### config.mk
export PLATFORM = sky130hd
export DESIGN_NAME = dual_issue_fetch_queue_flat
export DESIGN_NICKNAME = d
export VERILOG_FILES = /design/src/rtl/dual_issue_fetch_queue_if.sv /design/src/rtl/dual_issue_fetch_queue.sv /design/src/flat_wrapper.sv
export SDC_FILE = /design/constraint.sdc
export NUM_CORES = 1
export LEC_CHECK = 0
export ABC_CLOCK_PERIOD_IN_PS = 8000
export BUFFER_PORTS_ARGS = -buffer_cell sky130_fd_sc_hd__clkbuf_2
export CAP_MARGIN = 20
export CORE_MARGIN = 2
export CORE_UTILIZATION = 45
export CTS_BUF_LIST = sky130_fd_sc_hd__clkbuf_4 sky130_fd_sc_hd__clkbuf_8
export DETAILED_ROUTE_END_ITERATION = 7
export PLACE_DENSITY = 0.71
export SYNTH_ARGS = -nofsm -noshare
export SYNTH_HDL_FRONTEND = slang
export SYNTH_SLANG_ARGS = --single-unit
### constraint.sdc
create_clock -name clk -period 8 [get_ports clk]
set_clock_uncertainty 0.1 [all_clocks]
set_input_delay 2 -clock clk [delete_from_list [all_inputs] [get_ports clk]]
set_output_delay 2 -clock clk [all_outputs]
set_load 0.05 [all_outputs]
### src/rtl/dual_issue_fetch_queue_if.sv
// Fetch/decode bundle of the dual-issue fetch queue: the fetch push pair, the hazard
// stall/flush controls, and the registered decode-lane outputs.
interface dual_issue_fetch_queue_if #(
  parameter int DEPTH      = 8,
  parameter int DATA_WIDTH = 32,
  parameter int ADDR_WIDTH = 32
);
  // push_ready depends only on registered occupancy; a lane-1 push is taken on any edge
  // where push_valid1 & push_ready, lane 2 additionally needs push_valid2, and a push
  // offered while push_ready=0 is dropped rather than held.
  logic                    push_valid1;
  logic [DATA_WIDTH-1:0]   push_instr1;
  logic [ADDR_WIDTH-1:0]   push_pc1;
  logic                    push_valid2;
  logic [DATA_WIDTH-1:0]   push_instr2;
  logic [ADDR_WIDTH-1:0]   push_pc2;
  logic                    push_ready;
  logic                    StallDecode1;
  logic                    StallDecode2;
  logic                    FlushDecode1;
  logic                    FlushDecode2;
  logic [DATA_WIDTH-1:0]   InstrD1;
  logic [ADDR_WIDTH-1:0]   PCD1;
  logic                    ValidD1;
  logic [DATA_WIDTH-1:0]   InstrD2;
  logic [ADDR_WIDTH-1:0]   PCD2;
  logic                    ValidD2;
  logic [$clog2(DEPTH):0]  count;

  modport master (
    output push_valid1, push_instr1, push_pc1, push_valid2, push_instr2, push_pc2,
    output StallDecode1, StallDecode2, FlushDecode1, FlushDecode2,
    input  push_ready, InstrD1, PCD1, ValidD1, InstrD2, PCD2, ValidD2, count
  );

  modport slave (
    input  push_valid1, push_instr1, push_pc1, push_valid2, push_instr2, push_pc2,
    input  StallDecode1, StallDecode2, FlushDecode1, FlushDecode2,
    output push_ready, InstrD1, PCD1, ValidD1, InstrD2, PCD2, ValidD2, count
  );
endinterface

### src/rtl/dual_issue_fetch_queue.sv
// Circular instruction buffer between dual-lane fetch and the two decode-lane registers;
// pushes up to two instructions per cycle and loads the two oldest into decode.
module dual_issue_fetch_queue #(
  parameter int                    DEPTH      = 8,
  parameter int                    DATA_WIDTH = 32,
  parameter int                    ADDR_WIDTH = 32,
  parameter logic [DATA_WIDTH-1:0] NOP_INSTR  = 32'h00000013
) (
  input logic                    clk,
  input logic                    rst_n,
  dual_issue_fetch_queue_if.slave fq
);
  localparam int PTR_W = $clog2(DEPTH);
  localparam int CNT_W = PTR_W + 1;
  localparam logic [CNT_W-1:0] READY_MAX = CNT_W'(DEPTH - 2);
  localparam logic [CNT_W-1:0] ONE       = CNT_W'(1);
  localparam logic [CNT_W-1:0] TWO       = CNT_W'(2);

  logic [DATA_WIDTH-1:0] instr_mem [DEPTH];
  logic [ADDR_WIDTH-1:0] pc_mem    [DEPTH];

  logic [PTR_W-1:0]      rd_ptr, wr_ptr, rd_ptr1, wr_ptr1;
  logic [CNT_W-1:0]      count_q, n_push, n_pop;
  logic [DATA_WIDTH-1:0] instr_d1, instr_d2;
  logic [ADDR_WIDTH-1:0] pc_d1, pc_d2;
  logic                  valid_d1, valid_d2;
  logic                  stall, flush, push_ready, push_one, push_two;

  // In-order issue: a stall on either lane freezes both; flush on either clears both.
  always_comb begin
    stall      = fq.StallDecode1 | fq.StallDecode2;
    flush      = fq.FlushDecode1 | fq.FlushDecode2;
    push_ready = (count_q <= READY_MAX);
    push_one   = push_ready & fq.push_valid1;
    push_two   = push_one & fq.push_valid2;
    n_push     = push_two ? TWO : (push_one ? ONE : '0);
    n_pop      = '0;
    if (!stall) begin
      if (count_q >= TWO)      n_pop = TWO;
      else if (count_q == ONE) n_pop = ONE;
    end
    rd_ptr1    = rd_ptr + PTR_W'(1);
    wr_ptr1    = wr_ptr + PTR_W'(1);
  end

  // Storage needs no reset: occupancy and pointers alone decide what is readable.
  always_ff @(posedge clk) begin
    if (push_one && !flush) begin
      instr_mem[wr_ptr] <= fq.push_instr1;
      pc_mem[wr_ptr]    <= fq.push_pc1;
    end
    if (push_two && !flush) begin
      instr_mem[wr_ptr1] <= fq.push_instr2;
      pc_mem[wr_ptr1]    <= fq.push_pc2;
    end
  end

  always_ff @(posedge clk or negedge rst_n) begin
    if (!rst_n) begin
      count_q  <= '0;
      rd_ptr   <= '0;
      wr_ptr   <= '0;
      valid_d1 <= 1'b0;
      valid_d2 <= 1'b0;
      instr_d1 <= NOP_INSTR;
      instr_d2 <= NOP_INSTR;
      pc_d1    <= '0;
      pc_d2    <= '0;
    end else if (flush) begin
      count_q  <= '0;
      rd_ptr   <= '0;
      wr_ptr   <= '0;
      valid_d1 <= 1'b0;
      valid_d2 <= 1'b0;
      instr_d1 <= NOP_INSTR;
      instr_d2 <= NOP_INSTR;
      pc_d1    <= '0;
      pc_d2    <= '0;
    end else begin
      count_q <= count_q + n_push - n_pop;
      wr_ptr  <= wr_ptr + PTR_W'(n_push);
      rd_ptr  <= rd_ptr + PTR_W'(n_pop);
      if (!stall) begin
        // Loads come from entries written on earlier edges only; no fetch-to-decode bypass.
        if (count_q >= ONE) begin
          valid_d1 <= 1'b1;
          instr_d1 <= instr_mem[rd_ptr];
          pc_d1    <= pc_mem[rd_ptr];
        end else begin
          valid_d1 <= 1'b0;
          instr_d1 <= NOP_INSTR;
          pc_d1    <= '0;
        end
        if (count_q >= TWO) begin
          valid_d2 <= 1'b1;
          instr_d2 <= instr_mem[rd_ptr1];
          pc_d2    <= pc_mem[rd_ptr1];
        end else begin
          valid_d2 <= 1'b0;
          instr_d2 <= NOP_INSTR;
          pc_d2    <= '0;
        end
      end
    end
  end

  assign fq.push_ready = push_ready;
  assign fq.count      = count_q;
  assign fq.InstrD1    = instr_d1;
  assign fq.PCD1       = pc_d1;
  assign fq.ValidD1    = valid_d1;
  assign fq.InstrD2    = instr_d2;
  assign fq.PCD2       = pc_d2;
  assign fq.ValidD2    = valid_d2;
endmodule

### src/flat_wrapper.sv
// flat-port wrapper written by rule: the top's interface ports become plain ports
module dual_issue_fetch_queue_flat 
#(
  parameter int                    DEPTH      = 8,
  parameter int                    DATA_WIDTH = 32,
  parameter int                    ADDR_WIDTH = 32,
  parameter logic [DATA_WIDTH-1:0] NOP_INSTR  = 32'h00000013
)
  (clk, rst_n, fq_push_valid1, fq_push_instr1, fq_push_pc1, fq_push_valid2, fq_push_instr2, fq_push_pc2, fq_StallDecode1, fq_StallDecode2, fq_FlushDecode1, fq_FlushDecode2, fq_push_ready, fq_InstrD1, fq_PCD1, fq_ValidD1, fq_InstrD2, fq_PCD2, fq_ValidD2, fq_count);
  dual_issue_fetch_queue_if #(.DEPTH(DEPTH), .DATA_WIDTH(DATA_WIDTH), .ADDR_WIDTH(ADDR_WIDTH)) fq_i ();
  input logic clk;
  input logic rst_n;
  input wire logic [$bits(fq_i.push_valid1)-1:0] fq_push_valid1;
  input wire logic [$bits(fq_i.push_instr1)-1:0] fq_push_instr1;
  input wire logic [$bits(fq_i.push_pc1)-1:0] fq_push_pc1;
  input wire logic [$bits(fq_i.push_valid2)-1:0] fq_push_valid2;
  input wire logic [$bits(fq_i.push_instr2)-1:0] fq_push_instr2;
  input wire logic [$bits(fq_i.push_pc2)-1:0] fq_push_pc2;
  input wire logic [$bits(fq_i.StallDecode1)-1:0] fq_StallDecode1;
  input wire logic [$bits(fq_i.StallDecode2)-1:0] fq_StallDecode2;
  input wire logic [$bits(fq_i.FlushDecode1)-1:0] fq_FlushDecode1;
  input wire logic [$bits(fq_i.FlushDecode2)-1:0] fq_FlushDecode2;
  output wire logic [$bits(fq_i.push_ready)-1:0] fq_push_ready;
  output wire logic [$bits(fq_i.InstrD1)-1:0] fq_InstrD1;
  output wire logic [$bits(fq_i.PCD1)-1:0] fq_PCD1;
  output wire logic [$bits(fq_i.ValidD1)-1:0] fq_ValidD1;
  output wire logic [$bits(fq_i.InstrD2)-1:0] fq_InstrD2;
  output wire logic [$bits(fq_i.PCD2)-1:0] fq_PCD2;
  output wire logic [$bits(fq_i.ValidD2)-1:0] fq_ValidD2;
  output wire logic [$bits(fq_i.count)-1:0] fq_count;
  assign fq_i.push_valid1 = fq_push_valid1;
  assign fq_i.push_instr1 = fq_push_instr1;
  assign fq_i.push_pc1 = fq_push_pc1;
  assign fq_i.push_valid2 = fq_push_valid2;
  assign fq_i.push_instr2 = fq_push_instr2;
  assign fq_i.push_pc2 = fq_push_pc2;
  assign fq_i.StallDecode1 = fq_StallDecode1;
  assign fq_i.StallDecode2 = fq_StallDecode2;
  assign fq_i.FlushDecode1 = fq_FlushDecode1;
  assign fq_i.FlushDecode2 = fq_FlushDecode2;
  assign fq_push_ready = fq_i.push_ready;
  assign fq_InstrD1 = fq_i.InstrD1;
  assign fq_PCD1 = fq_i.PCD1;
  assign fq_ValidD1 = fq_i.ValidD1;
  assign fq_InstrD2 = fq_i.InstrD2;
  assign fq_PCD2 = fq_i.PCD2;
  assign fq_ValidD2 = fq_i.ValidD2;
  assign fq_count = fq_i.count;
  dual_issue_fetch_queue #(.DEPTH(DEPTH), .DATA_WIDTH(DATA_WIDTH), .ADDR_WIDTH(ADDR_WIDTH), .NOP_INSTR(NOP_INSTR)) u_core (.clk(clk), .rst_n(rst_n), .fq(fq_i));
endmodule
Yosys cells after proc, flatten, opt, wreduce, memory -nomap -nowiden
Memories as Yosys holds them, arrays and structs flattened.
Index checks and enable logic that the tools add are counted.
{"block": "op_classes", "n_mul": 0, "muxes": 30, "shifts": 0, "n_lt_le_gt_ge": 3, "n_reduce_logical": 3, "n_bitwise": 4, "n_eq_ne": 2, "n_addsub": 6, "n_div": 0}
{"op": "$mux W32", "count": 12}
{"op": "$mux W4", "count": 4}
{"op": "$mux W1", "count": 12}
{"op": "$add A3 B1 Y3 const B", "count": 2}
{"op": "$add A3 B3 Y3", "count": 2}
{"op": "$mux W3", "count": 2}
{"op": "$add A4 B4 Y4", "count": 1}
{"op": "$eq A4 B1 Y1 const B", "count": 1}
{"op": "$ge A4 B1 Y1 const B", "count": 1}
{"op": "$ge A4 B2 Y1 const B", "count": 1}
{"op": "$le A4 B3 Y1 const B", "count": 1}
{"op": "$sub A4 B4 Y4", "count": 1}
{"op": "$and A1 B1 Y1", "count": 2}
{"op": "$logic_and A1 B1 Y1", "count": 2}
{"op": "$ne A2 B2 Y1 const B", "count": 1}
{"op": "$or A1 B1 Y1", "count": 2}
{"op": "$logic_not A1 Y1", "count": 1}
{"block": "totals", "in_bits": 136, "rom_bits": 0, "n_memories": 2, "word_cells": 59, "output_inout_bits": 135, "latch_bits": 0, "ramBits": 512, "ff_bits": 140}
{"memory": "u_core.instr_mem", "depth": 8, "word_bits": 32, "rd": 2, "rd_ports_with_merged_regs": 0, "write_ports": 2, "line": "dual_issue_fetch_queue.sv:19", "text": "logic [DATA_WIDTH-1:0] instr_mem [DEPTH];"}
{"memory": "u_core.pc_mem", "depth": 8, "word_bits": 32, "rd": 2, "rd_ports_with_merged_regs": 0, "write_ports": 2, "line": "dual_issue_fetch_queue.sv:20", "text": "logic [ADDR_WIDTH-1:0] pc_mem [DEPTH];"}

Depth between registers and ports, before layout
{"block": "logic_depth", "word_depth": 7, "ltp_mapped": 12}

Worst setup path before layout
OpenSTA, ideal clock, no wires.
{"block": "synth_path", "path_kind": "input -> register", "startpoint": "input fq_FlushDecode2", "endpoint": "memory u_core.instr_mem[2][0] (enable)", "setup_slack_ns": -1.822, "cell_stages": 3, "t_arrival_ns": 9.061, "path_cell_list": "or2_2 clkbuf_1 o41ai_1"}
{"element": "start: declaration", "line": "flat_wrapper.sv:22", "text": "input wire logic [$bits(fq_i.FlushDecode2)-1:0] fq_FlushDecode2;"}
{"element": "end: declaration", "line": "dual_issue_fetch_queue.sv:19"}

==> run metrics <==
TritonCTS Sinks=between 600 and 700; Post-synth top flop=edfxtp_1; Cells after Synth=between 2000 and 2500; antenna violations before repair=20; hold slack=363.4 ps; Yosys top cell area share=around 44%; total number of vias=22090; RSZ-0062 raised after global routing=no; largest net degree at the start of global routing=155; Post-Route WL=101100 um; Setup crit end kind=flip-flop; Pleak=about 15 nW; most frequent cell after synthesis=mux2_2; hpwl dp=58490 um; total of max-cap violations=0; Worst path slowest cell=nand4_1; CP most frequent cell=buf_4; CP startpoint kind=input pin; most common library cells after synthesis=537 x mux2_2, 512 x edfxtp_1, 195 x mux4_2; CTS tree=yes; CP max FO=37; Worst-path clk slew=60 ps; fin crit period=about 4800 ps; worst path cell trace=clkbuf_2 > inv_1 > a311oi_2 > nand4_1 > o41ai_2 > buf_4 > buf_4; post_cts resized=0; GPL Wtd Cong=0.8294; postcts setup bufs=0; Yosys reg bits=652; Final #Nets=between 2000 and 3000; CTS H-tree depth=3; Core Area=76080 um^2; io pins=271; period utilisation layout=59.61%; kind of critical path=in2reg; drt pass-1 iters=5; Worst slew margin=between 20% and 30%; number of global-route vias before repair=22930; crit path DAT=4990 ps; Distinct cells, synth=44; CP max stage delay=920 ps; initial drt markers=1977; die height=roughly 280 um; final setup violation count=0; syn avg cell area=15.80 um^2; power per cell area=195.2 nW/um^2; FFs w/ async S/R, synth=21.47%; post-synthesis sequential area ratio=a little over half; endpoints failing hold=0; Vias/cell=6.173; Clock Tree Root=clkbuf_8; Worst EP required=8230 ps; WL/cell=28.25 um; yosys warns=0; Slew Viols, Final=0; Cell Rows=101; number of buffers added on ports=270; area occupied by multi-input gates=between 15000 and 20000 um^2; Die Area=79250 um^2; Least-Margin Pin Slew=1190 ps; gr ovfl total=0; # DRC=0; Mapped Nets=2343; FF/Latch Area=18900 um^2; synthesized area=34660 um^2; outcome=completed; CTS Buf Count=110; CP delay by family, top=buffers and inverters; hold crit path type=reg2reg; dominant cell type by area after synthesis=edfxtp_1; Worst VDD drop=0.1322 mV; maximum clock insertion buffer count=3; Antenna Nets Post-Route=0; total negative setup slack=0 ps; Synth area leaders=edfxtp_1 44%, mux2_2 17%, mux4_2 13%, dfrtp_1 9.7%, mux2_4 4.2%; clock latency at the later pin of the worst-skew pair=about 740 ps; fillers=6348; WP buf/inv=4; Initial Util=45.55%; Die X-Extent=281.5 um; FMAX=~0.21 GHz; layout cells sized above 1=a little over half; EDFF count, synth=between 500 and 600; GRT Total Usage=25.32%; global-route wire length before repair=148500 um; hold buffers post-CTS=0; area grow syn2layout=13.54%
kinds of logic (layout without fill, tap and decap cells):
family                   Yosys count  in the layout  share of synthesized area [%]
adder cells (fa/ha/maj)           14             14                         0.5921
AND/OR/NAND/NOR                  294            294                          3.654
multiplexers                     830            830                          34.37
other                              0              6                              0
flip-flops                       652            652                          54.49
XOR/XNOR                           7              7                         0.1769
buffers and inverters            187            536                          2.437
AO/OA/AOI/OAI                    209            209                          4.278
cells in the final DEF, fill, tap and decap left out, types with 19 or more instances in the layout:
cell | Yosys | layout
a22oi_1 | 61 | 61
buf_4 | 0 | 35
clkbuf_2 | 0 | 269
clkbuf_4 | 0 | 48
clkbuf_8 | 0 | 125
clkinv_1 | 0 | 19
dfrtp_1 | 134 | 131
edfxtp_1 | 512 | 512
mux2_2 | 537 | 537
mux2_4 | 98 | 98
mux4_2 | 195 | 195
nand2_1 | 191 | 190
nor2_1 | 48 | 47
nor2b_1 | 26 | 26
o22ai_1 | 63 | 63
o31ai_1 | 61 | 60
sequential cells by signal, indices dropped and copies added, names as in the netlist:
register,flops
u_core.pc_mem,256
u_core.instr_mem,256
u_core.fq.PCD1,32
u_core.fq.InstrD1,32
u_core.wr_ptr,3
u_core.fq.PCD2,32
u_core.fq.ValidD1,1
u_core.fq.ValidD2,1
u_core.fq.count,4
u_core.fq.InstrD2,32
u_core.rd_ptr,3
routing by layer:
metal / track usage [%] / share of wire [%]
met5: 0 / 0.16
met4: 8.183 / 2.7
met3: 5.394 / 8.4
met2: 41.98 / 49
met1: 33.34 / 40
power breakdown:
part | switching, mW | internal (mW)
clock | 1.41 | 1.66
sequential | 0.0501 | 3.74
combinational | 0.475 | 0.348
worst min-delay path: cells and delay by family, from the launching register on:
family        cells  cell delay (ps)
simple gates      2              100
flops             1              340
metrics by stage:
step / setup slack, ps / area, um^2 / power, mW / instances / util [%]
5_1_grt: 3072 / 39340 / 7.929 / 3577 / 51.72
6_report: 3231 / 39350 / 7.679 / 3578 / 51.72
4_1_cts: 3280 / 39310 / 7.724 / 3571 / 51.67
3_3_place_gp: 2595 / 36990 / 4.643 / 3361 / 48.62
2_1_floorplan: -1822 / 34660 / 4.391 / 2193 / -
3_5_place_dp: 2520 / 37030 / 4.672 / 3363 / 48.67
cell type report:
class                   count  area share (%)
diodes                      6         0.03816
flip-flops and latches    652           48.03
repair buffers            311           4.420
multi-input cells        1354           38.28
clock inverters            35          0.5120
inverters                  17          0.1622
clock buffers             173           5.288
well taps                1030           3.275
final timing paths:
| path | slack [ps] | cells past startpoint | to | start |
|---|---|---|---|---|
| max | 3230 | 7 | u_core.pc_mem[2][20]$_DFFE_PP_ | fq_push_valid1 |
| min | 360 | 2 | u_core.fq.PCD2[0]$_DFFE_PN0P_ | u_core.fq.PCD2[0]$_DFFE_PN0P_ |
| max reg2reg | 3840 | 7 | u_core.pc_mem[2][20]$_DFFE_PP_ | u_core.fq.count[3]$_DFF_PN0_ |
| min reg2reg | 360 | 2 | u_core.fq.PCD2[0]$_DFFE_PN0P_ | u_core.fq.PCD2[0]$_DFFE_PN0P_ |
| max in group asynchronous | 4940 | 2 | u_core.fq.InstrD2[15]$_DFFE_PN0P_ | rst_n |
| min in group asynchronous | 1240 | 1 | u_core.fq.PCD1[7]$_DFFE_PN0P_ | rst_n |
Note: power is estimated with default switching activity, not from simulation.
